**config.mk**
```make
export PLATFORM = sky130hd
export DESIGN_NAME = data_mem_arbiter
export DESIGN_NICKNAME = d
export VERILOG_FILES = /design/src/rtl/data_mem_arbiter.sv
export SDC_FILE = /design/constraint.sdc
export NUM_CORES = 1
export LEC_CHECK = 0
export ABC_CLOCK_PERIOD_IN_PS = 2540
export BUFFER_PORTS_ARGS = -buffer_cell sky130_fd_sc_hd__buf_4
export CORE_AREA = 2 2 120 122
export CTS_BUF_LIST = sky130_fd_sc_hd__clkbuf_4
export DETAILED_ROUTE_END_ITERATION = 12
export DIE_AREA = 0 0 122 124
export SLEW_MARGIN = 20
export SYNTH_ARGS = -nofsm -noshare
export SYNTH_HDL_FRONTEND = slang
export SYNTH_SLANG_ARGS = --single-unit
export TNS_END_PERCENT = 10
```
**constraint.sdc**
```tcl
create_clock -name clk_i -period 2.54 [get_ports clk_i]
set_input_delay 0.254 -clock clk_i [delete_from_list [all_inputs] [get_ports clk_i]]
set_output_delay 0.254 -clock clk_i [all_outputs]
set_load 0.05 [all_outputs]
```
**src/rtl/data_mem_arbiter.sv**
```systemverilog
// data_mem_arbiter
//
// Shares the single synchronous data-memory port between two bus masters
// (master 0: core LSU, master 1: DMA/debug). Exactly one transaction is in
// flight at a time. Each accepted command is presented to memory for one
// cycle, and read data comes back with a one-cycle rvalid pulse after a fixed
// memory latency.
//
// Parameters
//   MEM_LATENCY  cycles from the memory request cycle to valid mem_rdata_i (1..15)
//   FIXED_PRIO   0: round-robin between contending masters, 1: master 0 always wins
//
// Ports
//   clk_i, arstn_i                     clock, asynchronous active-low reset
//   mN_req_i/we_i/be_i/adr_i/wdata_i   master N command (N = 0, 1); req held until gnt
//   mN_gnt_o                           command accepted at this clock edge
//   mN_rvalid_o, mN_rdata_o            completion pulse and read data (0 for writes)
//   mem_req_o/we_o/be_o/adr_o/wdata_o  memory command
//   mem_rdata_i                        memory read data
//   busy_o                             transaction in progress (not idle)

module data_mem_arbiter #(
    parameter int unsigned MEM_LATENCY = 1,
    parameter int unsigned FIXED_PRIO  = 0
) (
    input  logic        clk_i,
    input  logic        arstn_i,

    input  logic        m0_req_i,
    input  logic        m0_we_i,
    input  logic [3:0]  m0_be_i,
    input  logic [31:0] m0_adr_i,
    input  logic [31:0] m0_wdata_i,
    output logic        m0_gnt_o,
    output logic        m0_rvalid_o,
    output logic [31:0] m0_rdata_o,

    input  logic        m1_req_i,
    input  logic        m1_we_i,
    input  logic [3:0]  m1_be_i,
    input  logic [31:0] m1_adr_i,
    input  logic [31:0] m1_wdata_i,
    output logic        m1_gnt_o,
    output logic        m1_rvalid_o,
    output logic [31:0] m1_rdata_o,

    output logic        mem_req_o,
    output logic        mem_we_o,
    output logic [3:0]  mem_be_o,
    output logic [31:0] mem_adr_o,
    output logic [31:0] mem_wdata_o,
    input  logic [31:0] mem_rdata_i,

    output logic        busy_o
);

    typedef enum logic [1:0] {
        StIdle,
        StIssue,
        StWait,
        StResp
    } state_e;

    // WAIT lasts counter+1 cycles, so loading LATENCY-2 yields LATENCY-1 wait cycles.
    localparam logic [3:0] WaitLoad = (MEM_LATENCY > 1) ? 4'(MEM_LATENCY - 2) : 4'd0;
    localparam logic       UseWait  = (MEM_LATENCY > 1);
    localparam logic       FixPrio  = (FIXED_PRIO != 0);

    state_e      state_q, state_d;
    logic [3:0]  cnt_q, cnt_d;

    // Registered command of the transaction in flight.
    logic        cmd_we_q;
    logic [3:0]  cmd_be_q;
    logic [31:0] cmd_adr_q;
    logic [31:0] cmd_wdata_q;
    logic        owner_q;   // 1: master 1 owns the transaction

    // Master granted most recently; reset to 1 so master 0 wins the first contest.
    logic        last_q;

    logic        any_req;
    logic        win;       // 1: master 1 wins arbitration this cycle
    logic        grant_en;
    logic        in_issue;
    logic        in_resp;
    logic [31:0] resp_data;

    // ------------------------------------------------------------------
    // Arbitration (only meaningful while idle)
    // ------------------------------------------------------------------
    always_comb begin
        any_req = m0_req_i | m1_req_i;
        win     = 1'b0;
        if (m0_req_i && m1_req_i) begin
            win = FixPrio ? 1'b0 : ~last_q;
        end else begin
            win = m1_req_i;
        end
        grant_en = (state_q == StIdle) && any_req;
    end

    // Grants are gated by reset so every output is 0 while reset is held.
    assign m0_gnt_o = grant_en & ~win & arstn_i;
    assign m1_gnt_o = grant_en &  win & arstn_i;

    // ------------------------------------------------------------------
    // Sequencer FSM
    // ------------------------------------------------------------------
    always_comb begin
        state_d = state_q;
        cnt_d   = cnt_q;
        unique case (state_q)
            StIdle: begin
                if (any_req) begin
                    state_d = StIssue;
                end
            end
            StIssue: begin
                if (UseWait) begin
                    state_d = StWait;
                    cnt_d   = WaitLoad;
                end else begin
                    state_d = StResp;
                end
            end
            StWait: begin
                if (cnt_q == 4'd0) begin
                    state_d = StResp;
                end else begin
                    cnt_d = cnt_q - 4'd1;
                end
            end
            StResp: begin
                state_d = StIdle;
            end
            default: begin
                state_d = StIdle;
            end
        endcase
    end

    always_ff @(posedge clk_i or negedge arstn_i) begin
        if (!arstn_i) begin
            state_q <= StIdle;
            cnt_q   <= 4'd0;
        end else begin
            state_q <= state_d;
            cnt_q   <= cnt_d;
        end
    end

    // ------------------------------------------------------------------
    // Command capture at the grant edge
    // ------------------------------------------------------------------
    always_ff @(posedge clk_i or negedge arstn_i) begin
        if (!arstn_i) begin
            cmd_we_q    <= 1'b0;
            cmd_be_q    <= 4'h0;
            cmd_adr_q   <= 32'h0;
            cmd_wdata_q <= 32'h0;
            owner_q     <= 1'b0;
            last_q      <= 1'b1;
        end else if (grant_en) begin
            cmd_we_q    <= win ? m1_we_i    : m0_we_i;
            cmd_be_q    <= win ? m1_be_i    : m0_be_i;
            cmd_adr_q   <= win ? m1_adr_i   : m0_adr_i;
            cmd_wdata_q <= win ? m1_wdata_i : m0_wdata_i;
            owner_q     <= win;
            last_q      <= win;
        end
    end

    // ------------------------------------------------------------------
    // Memory side and response outputs
    // ------------------------------------------------------------------
    always_comb begin
        in_issue = (state_q == StIssue);
        in_resp  = (state_q == StResp);

        mem_req_o   = in_issue;
        mem_we_o    = in_issue & cmd_we_q;
        mem_be_o    = in_issue ? cmd_be_q : 4'h0;
        // Address and write data simply hold the last captured command.
        mem_adr_o   = cmd_adr_q;
        mem_wdata_o = cmd_wdata_q;

        resp_data   = (in_resp && !cmd_we_q) ? mem_rdata_i : 32'h0;

        m0_rvalid_o = in_resp & ~owner_q;
        m1_rvalid_o = in_resp &  owner_q;
        m0_rdata_o  = m0_rvalid_o ? resp_data : 32'h0;
        m1_rdata_o  = m1_rvalid_o ? resp_data : 32'h0;

        busy_o      = (state_q != StIdle);
    end

endmodule

```
After elaboration in Yosys (flattened, before gate mapping)
Index checks and enable logic that the tools add are counted.
- flip-flop bits (word level): 77
- logic and storage cells: 47
- bitwise operators: 12
- multiplexer cells: 12
- eq/ne operators: 5
- reductions and logical operators: 9
- add/sub/neg operators: 1
- operators by type and width (kind ; number):
    $mux W32 ; 5
    $mux W4 ; 2
    $pmux W2 S4 ; 1
    $and A1 B1 Y1 ; 7
    $eq A2 B2 Y1 const B ; 2
    $logic_not A4 Y1 ; 1
    $mux W2 ; 2
    $ne A2 B2 Y1 const B ; 2
    $not A1 Y1 ; 4
    $reduce_and A2 Y1 ; 2
    $sub A4 B1 Y4 const B ; 1
    $logic_and A1 B1 Y1 ; 3
    $eq A2 B1 Y1 const B ; 1
    $logic_not A2 Y1 ; 1
    $mux W1 ; 2
    $reduce_bool A2 Y1 ; 1
    $logic_not A1 Y1 ; 1
    $or A1 B1 Y1 ; 1

Depth between registers and ports, before layout
Gate-level depths: netlist of run 1.
- depth after elaboration: 5
- gate-level depth with buffers: 7
- mapped depth without buffers: 5

Least setup slack after synthesis of run 1
OpenSTA, ideal clock, no wires.
- path kind: reg2out
- start: register state_q[1]
- end: output port m0_rdata_o[10]
- cell stages (with the launch flop): 6
- path slack: 78 ps
- data arrival time: 2208 ps
- cells stage by stage: dfrtp_1 ha_1 nor2b_1 and2b_1 clkbuf_1 and2_1
- elaborated cells on any way between the ends: 5
- RTL lines (element ; RTL line ; source):
    start, declared ; 69 ; state_e state_q, state_d;
    start signal, assigned ; 145 ; state_q <= StIdle;
    start signal, assigned ; 148 ; state_q <= state_d;
    $eq A2 B2 Y1 ; 179 ; in_resp = (state_q == StResp);
    $and A1 B1 Y1 ; 190 ; m0_rvalid_o = in_resp & ~owner_q;
    named net m0_rvalid_o ; 35 ; output logic m0_rvalid_o,
    $mux W32 ; 192 ; m0_rdata_o = m0_rvalid_o ? resp_data : 32'h0;
    end, declared ; 36 ; output logic [31:0] m0_rdata_o,
The timed path passes the listed nets, and every way through them passes these cells.

Worst setup path after layout of run 1
- start: register state_q[1]
- end: output port m0_rdata_o[27]
- word-level cells in the longest chain between the ends: 4
- elaborated cells on any way between the ends: 5
- RTL lines (element ; RTL line ; source):
    $eq A2 B2 Y1 * ; 179 ;
    $logic_and A1 B1 Y1 ; 188 ; resp_data = (in_resp && !cmd_we_q) ? mem_rdata_i : 32'h0;
    $mux W32 ; 188 ;
    $mux W32 * ; 192 ;
Mark *: on every way between the ends. The rest lies on a longest branch, timed or not.

==> results.py, run 1 <==
metrics = {
    "detailed_routing": {
        "post_drt_wl_per_cell_um": 16.03,
        "vias": 4769,
        "drt_first_pass_iters": 5,
        "antenna_left": 0,
        "detail_route.wirelength_um": 16150,
        "drc_errors": 0,
        "drt_iter0_markers": 200,
        "routed_via_density": 4.736,
    },
    "die": {
        "coreArea_um2": 13720,
        "rows": 43,
        "die_area_um2": 15130,
        "start_util_pct": 29.38,
        "boundaryPins": 313,
        "die_x_um": 122,
        "die_h_um": 124,
    },
    "setup_path": {
        "cp.arrival_ns": 2.04,
        "startpoint_type": "flip-flop",
        "critPathCaptureType": "output port",
        "critPathMaxFanout": 32,
        "r2r_cells": 6,
        "required_ns": 2.29,
        "path_class": "reg -> out",
    },
    "yosys": {
        "synthTopCellsByArea": "dfrtp_1 (47%), a21oi_1 (17%), and2_1 (11%)",
        "syn_nets": 677,
        "syn_area_per_cell_um2": 8.095,
        "syn-cell-area_um2": 4031,
        "synth_top_area_cell": "dfrtp_1",
        "yosys_warnings": 0,
        "synth_xor_area_share_pct": 0.2173,
        "synth_compound_area_share_pct": 18.99,
        "synth_seq_cells": 77,
        "synth_common_cells": "a21oi_1 (139), dfrtp_1 (76), nand2_1 (73), and2_1 (70), nor2_1 (70)",
        "synth_most_common_cell": "a21oi_1",
        "postSynth.asyncResetShare_pct": 100.0,
        "synth_adder_area_share_pct": 1.552,
        "synth-simple-area-share_pct": 25.76,
        "ys_types": 28,
        "synth_top_family_by_area": "simple AND/OR/NAND/NOR gates",
        "netlist.area_leader.share_pct": 47.18,
        "synth-edff-count": 0,
        "synthCells": 498,
        "ys_seq_area_share_pct": 47.83,
        "synthMuxAreaShare_pct": 0.7759,
        "ys.flop_type": "dfrtp_1",
    },
    "power_and_ir_drop": {
        "switching_share_pct": 55.01,
        "seqPwrFrac_pct": 25.0,
        "p_int_uw": 3906,
        "powerDensity_nw_per_um2": 1249,
        "leakage_uw": 0.003586,
        "p_comb_share_pct": 66.2,
        "p_switching_uw": 4776,
        "clockPowerShare_pct": 8.8,
        "ir_worst_vdd_mv": 0.6110,
    },
    "sta": {
        "finalHoldViolations": 0,
        "setup_tns_ns": 0,
        "timing.final.ws_setup_ns": 0.2477,
        "tightest_slew_ns": 0.9498,
        "period_share_pct": 90.25,
        "grt_setup_unrepaired": "false",
        "period_needed_ns": 2.292,
        "slew_headroom_pct": 36.44,
        "setup_violations": 0,
        "clock_skew_ns": 0.02042,
        "slew_viol_final": 0,
        "max_freq_mhz": 436.2,
    },
    "global_route": {
        "grt_pass1_wl_um": 23780,
        "grtUsageTotal_pct": 20.41,
        "grt-ovfl-total": 0,
        "grt_max_degree": 46,
        "antenna_found_initial": 0,
        "grt_pass1_vias": 4697,
    },
    "clocking": {
        "clock_latency_ns": 0.46,
        "cts_num_sinks": 77,
        "clk_pin_slew_worst_paths_ns": 0.13,
        "cts_buffer_depth": 2,
        "cts_tree": "yes",
        "root_buffer": "clkbuf_4",
        "cts_max_level": 3,
        "cts_buffers": 9,
    },
    "hold_path": {
        "hold_path.class": "in -> reg",
        "min_path_cells": 3,
    },
    "placement": {
        "place_ws_ns": 0.5109,
        "io_buffers": 312,
        "gp_congestion": 0.8372,
        "dp_hpwl_um": 12060,
    },
    "flow_run": {
        "drv_cap": 0,
    },
    "final_layout": {
        "n_fill_cell": 1318,
        "layout-drive-gt1-share_pct": 41.60,
        "regArea_um2": 1928,
        "fin_util_pct": 50.68,
        "n_antenna_cell": 0,
        "syn2layout_area_growth_pct": 72.47,
        "nets": 1001,
        "multi_input_area_um2": 1929,
    },
    "status": {
        "status": "completed",
    },
}
-- metrics by stage --
step	total power [µW]	std cells	hold slack, ns	instance area, µm²
after global routing	9176	1007	0.007233	6953
final	8682	1007	0.03800	6953
after detailed placement	7936	961	0.2402	6514
after floorplan	6042	498	-0.04159	4031
after global placement	7847	961	0.2421	6514
after CTS	8763	1007	0.00008465	6952
-- registers in the layout, indices dropped and copies added (netlist names) --
register	flops
mem_adr_o	32
mem_wdata_o	32
cmd_be_q	4
cnt_q	4
state_q	2
cmd_we_q	1
last_q	1
owner_q	1
-- kinds of logic after synthesis --
group,after synthesis
xor gates and xnor gates,1
AOI/OAI and AO/OA,148
and+or+nand+nor,222
muxes,3
buffers and inverters,42
DFF,77
adders and majority gates,5
-- final timing paths --
check / startpoint / end / slack (ns)
max: state_q[1] / m0_rdata_o[27] / 0.25
min: m0_adr_i[18] / mem_adr_o[18] / 0.04
max reg2reg: state_q[0] / mem_adr_o[26] / 0.60
min reg2reg: cnt_q[0] / cnt_q[0] / 0.52
max in group asynchronous: arstn_i / mem_wdata_o[3] / 1.28
min in group asynchronous: arstn_i / cmd_be_q[0] / 0.32
-- per-layer routing --
metal | track usage, % | routed length [µm] | vias to the layer above
met5 | 0 | 0 | -
met4 | 10.92 | 585 | 0
met3 | 5.311 | 1362 | 37
met2 | 37.05 | 8385 | 228
met1 | 21.68 | 5812 | 2235
li1 | - | - | 2269
-- timing repair --
item,in CTS,in global routing
hold buffers,30,0
gates resized for setup,1,1
hold endpoints to repair,60,0
buffers inserted,0,0
setup endpoints to repair,1,32
-- placed cells by master, fill, tap and decap left out, types with 2 or more instances in the layout --
master / synthesis / layout
a21oi_1: 139 / 139
and2_1: 70 / 70
and2b_2: 0 / 2
and3_1: 2 / 2
buf_4: 0 / 319
clkbuf_4: 0 / 13
dfrtp_1: 76 / 76
dlygate4sd3_1: 0 / 30
ha_1: 5 / 5
inv_1: 5 / 5
mux2i_1: 2 / 2
nand2_1: 73 / 73
nor2_1: 70 / 70
o21ai_0: 2 / 2
-- power by group through the flow --
stage	clock network (µW)	logic (µW)	registers [µW]
after floorplan	0	2120	3920
after global placement	0	5690	2160
after detailed placement	0	5750	2190
after CTS	805	5790	2170
after global routing	843	6090	2240
final	766	5750	2170
-- final cells by class --
cell class	count	area share (%)
timing repair buffer	350	39.05
multi-input combinational	379	27.75
sequential	77	27.73
tap	180	3.239
clock buffer	13	1.404
clock inverter	3	0.5579
inverter	5	0.2699
-- critical path, cell delays in order, from the launching register on --
cell     delay [ns]
dfrtp_1        0.40
ha_1           0.20
nor2b_1        0.17
and2b_2        0.42
and2_1         0.21
buf_4          0.20
Power figures use the tool's default switching activity.
==> inputs of run 2 (changes only) <==
- ABC_CLOCK_PERIOD_IN_PS: 2540 -> 2000
- CORE_AREA: 2 2 120 122 -> 2 2 121 123
- DIE_AREA: 0 0 122 124 -> 0 0 123 125
- clock period: 2.54 -> 2 ns (I/O delays scaled with it)
==> results.py, run 2 (synthesized netlist as in run 1, its figures left out) <==
metrics = {
    "power_and_ir_drop": {
        "leakage_uw": 0.003986,
        "powerDensity_nw_per_um2": 1463,
        "total_power_uw": 11820,
        "ir_worst_vdd_mv": 0.9094,
    },
    "global_route": {
        "grt_pass1_vias": 5259,
        "antenna_found_initial": 2,
        "grt_max_degree": 54,
        "grtUsageTotal_pct": 22.61,
        "grt-ovfl-total": 0,
        "grt_pass1_wl_um": 26900,
    },
    "setup_path": {
        "cp.arrival_ns": 1.87,
        "critPathCaptureType": "output port",
        "critPathMaxFanout": 8,
        "required_ns": 1.80,
        "cpPeakStageDelay_ns": 0.44,
        "crit_chain": "ha_4 -> nor2b_4 -> and2b_4 -> and2_1 -> buf_6",
        "path_class": "reg -> out",
        "startpoint_type": "flip-flop",
        "crit_slowest_cell": "dfrtp_1",
    },
    "final_layout": {
        "final_cell_mix": "buf_4 (263), a21oi_1 (139), dlygate4sd3_1 (79), dfrtp_1 (76), nand2_1 (73)",
        "nets": 1066,
        "final_common_cell": "buf_4",
        "syn2layout_area_growth_pct": 100.4,
        "n_fill_cell": 1201,
        "regArea_um2": 1928,
        "final_area_um2": 8078,
        "layout-drive-gt1-share_pct": 45.40,
        "multi_input_area_um2": 2135,
    },
    "status": {
        "violations": "setup timing",
        "status": "finished, violations left",
    },
    "clocking": {
        "cts_buffer_depth": 2,
        "clk_pin_slew_worst_paths_ns": 0.12,
        "cts_num_sinks": 77,
        "root_buffer": "clkbuf_4",
        "cts_buffers": 9,
        "cts_max_level": 3,
        "cts_tree": "yes",
        "clock_latency_ns": 0.44,
    },
    "detailed_routing": {
        "routed_via_density": 4.758,
        "antenna_left": 0,
        "vias": 5129,
        "drt_iter0_markers": 240,
        "post_drt_wl_per_cell_um": 17.04,
        "detail_route.wirelength_um": 18370,
        "drc_errors": 0,
        "drt_first_pass_iters": 4,
    },
    "sta": {
        "clock_skew_ns": 0.01194,
        "slew_headroom_pct": 42.96,
        "max_freq_mhz": 483.6,
        "grt_setup_unrepaired": "true",
        "period_needed_ns": 2.068,
        "setup_violations": 28,
        "period_share_pct": 103.4,
        "setup_tns_ns": -0.4813,
        "timing.final.ws_setup_ns": -0.06783,
        "slew_viol_final": 0,
        "finalHoldViolations": 0,
        "tightest_slew_ns": 0.8506,
    },
    "die": {
        "start_util_pct": 28.38,
        "die_x_um": 123,
        "die_h_um": 125,
        "die_area_um2": 15380,
        "coreArea_um2": 14200,
        "rows": 44,
        "boundaryPins": 313,
    },
    "placement": {
        "gp_congestion": 0.7773,
        "placed_area_um2": 6554,
        "io_buffers": 312,
        "dp_hpwl_um": 11840,
    },
    "flow_run": {
        "drv_cap": 0,
    },
    "hold_path": {
        "hold_path.class": "in -> reg",
    },
}
[run 2: changes by cell type in the layout (fill, tap and decap cells not counted), sizes merged]
cell	change
a21boi	+1
clkinvlp	+1
clkinv	+1
buf	+10
clkbuf	-2
diode	+2
and2b	+5
dlygate4sd3	+49
[run 2: critical path: cells and delay by family (launching register included)]
kind	cells	cell delay, ns
and+or+nand+nor	3	0.65
buffers and inverters	1	0.18
adders and majority gates	1	0.16
DFF	1	0.44
[run 2: cell type report]
type / instances / area share [%]
diodes: 2 / 0.06196
repair buffers: 409 / 44.90
multi-input cells: 385 / 26.43
clock buffers: 11 / 1.022
well taps: 184 / 2.850
inverters: 5 / 0.2323
clock inverters: 5 / 0.6351
flip-flops and latches: 77 / 23.87
[run 2: final timing paths]
check	from	to	depth (start not counted)	slack (ns)
min	m1_adr_i[9]	mem_adr_o[9]	3	0.04
max in group asynchronous	arstn_i	last_q	3	1.19
min reg2reg	cnt_q[0]	cnt_q[0]	1	0.51
max	state_q[0]	m0_rdata_o[20]	5	-0.07
max reg2reg	state_q[0]	mem_adr_o[27]	8	0.27
min in group asynchronous	arstn_i	mem_adr_o[7]	3	0.42
[run 2: routing by layer]
layer / global-route usage [%] / share of wire, % / vias up
li1: - / - / 2410
met1: 24.88 / 37 / 2430
met2: 40.10 / 52 / 242
met3: 4.653 / 6.6 / 47
met4: 12.23 / 4.3 / 0
met5: 0 / 0 / -
[run 2: metrics by stage]
step           util (%)  hold slack (ns)  setup slack (ns)  instances
6_report          56.87          0.04471          -0.06783       1078
5_1_grt           56.87          0.01656           -0.1411       1078
4_1_cts           55.33        0.0005008          -0.08604       1071
3_5_place_dp      46.14           0.3807          0.008344        967
3_3_place_gp      46.14           0.3752            0.1177        967
2_1_floorplan         -         -0.09559          -0.07480        498
[run 2: repair_timing]
item / CTS / global route
endpoints found under the hold margin: 146 / 0
cloned: 5 / 1
setup buffers: 4 / 4
pin swaps: 3 / 18
endpoints found under the setup margin: 66 / 65
hold buffers: 79 / 0
resized for setup: 93 / 57
[run 2: where the power goes]
part | internal, µW | switching (µW) | total (µW)
sequential | 2310 | 481 | 2790
clock | 401 | 546 | 947
combinational | 2750 | 5330 | 8080
total | 5460 | 6360 | 11800
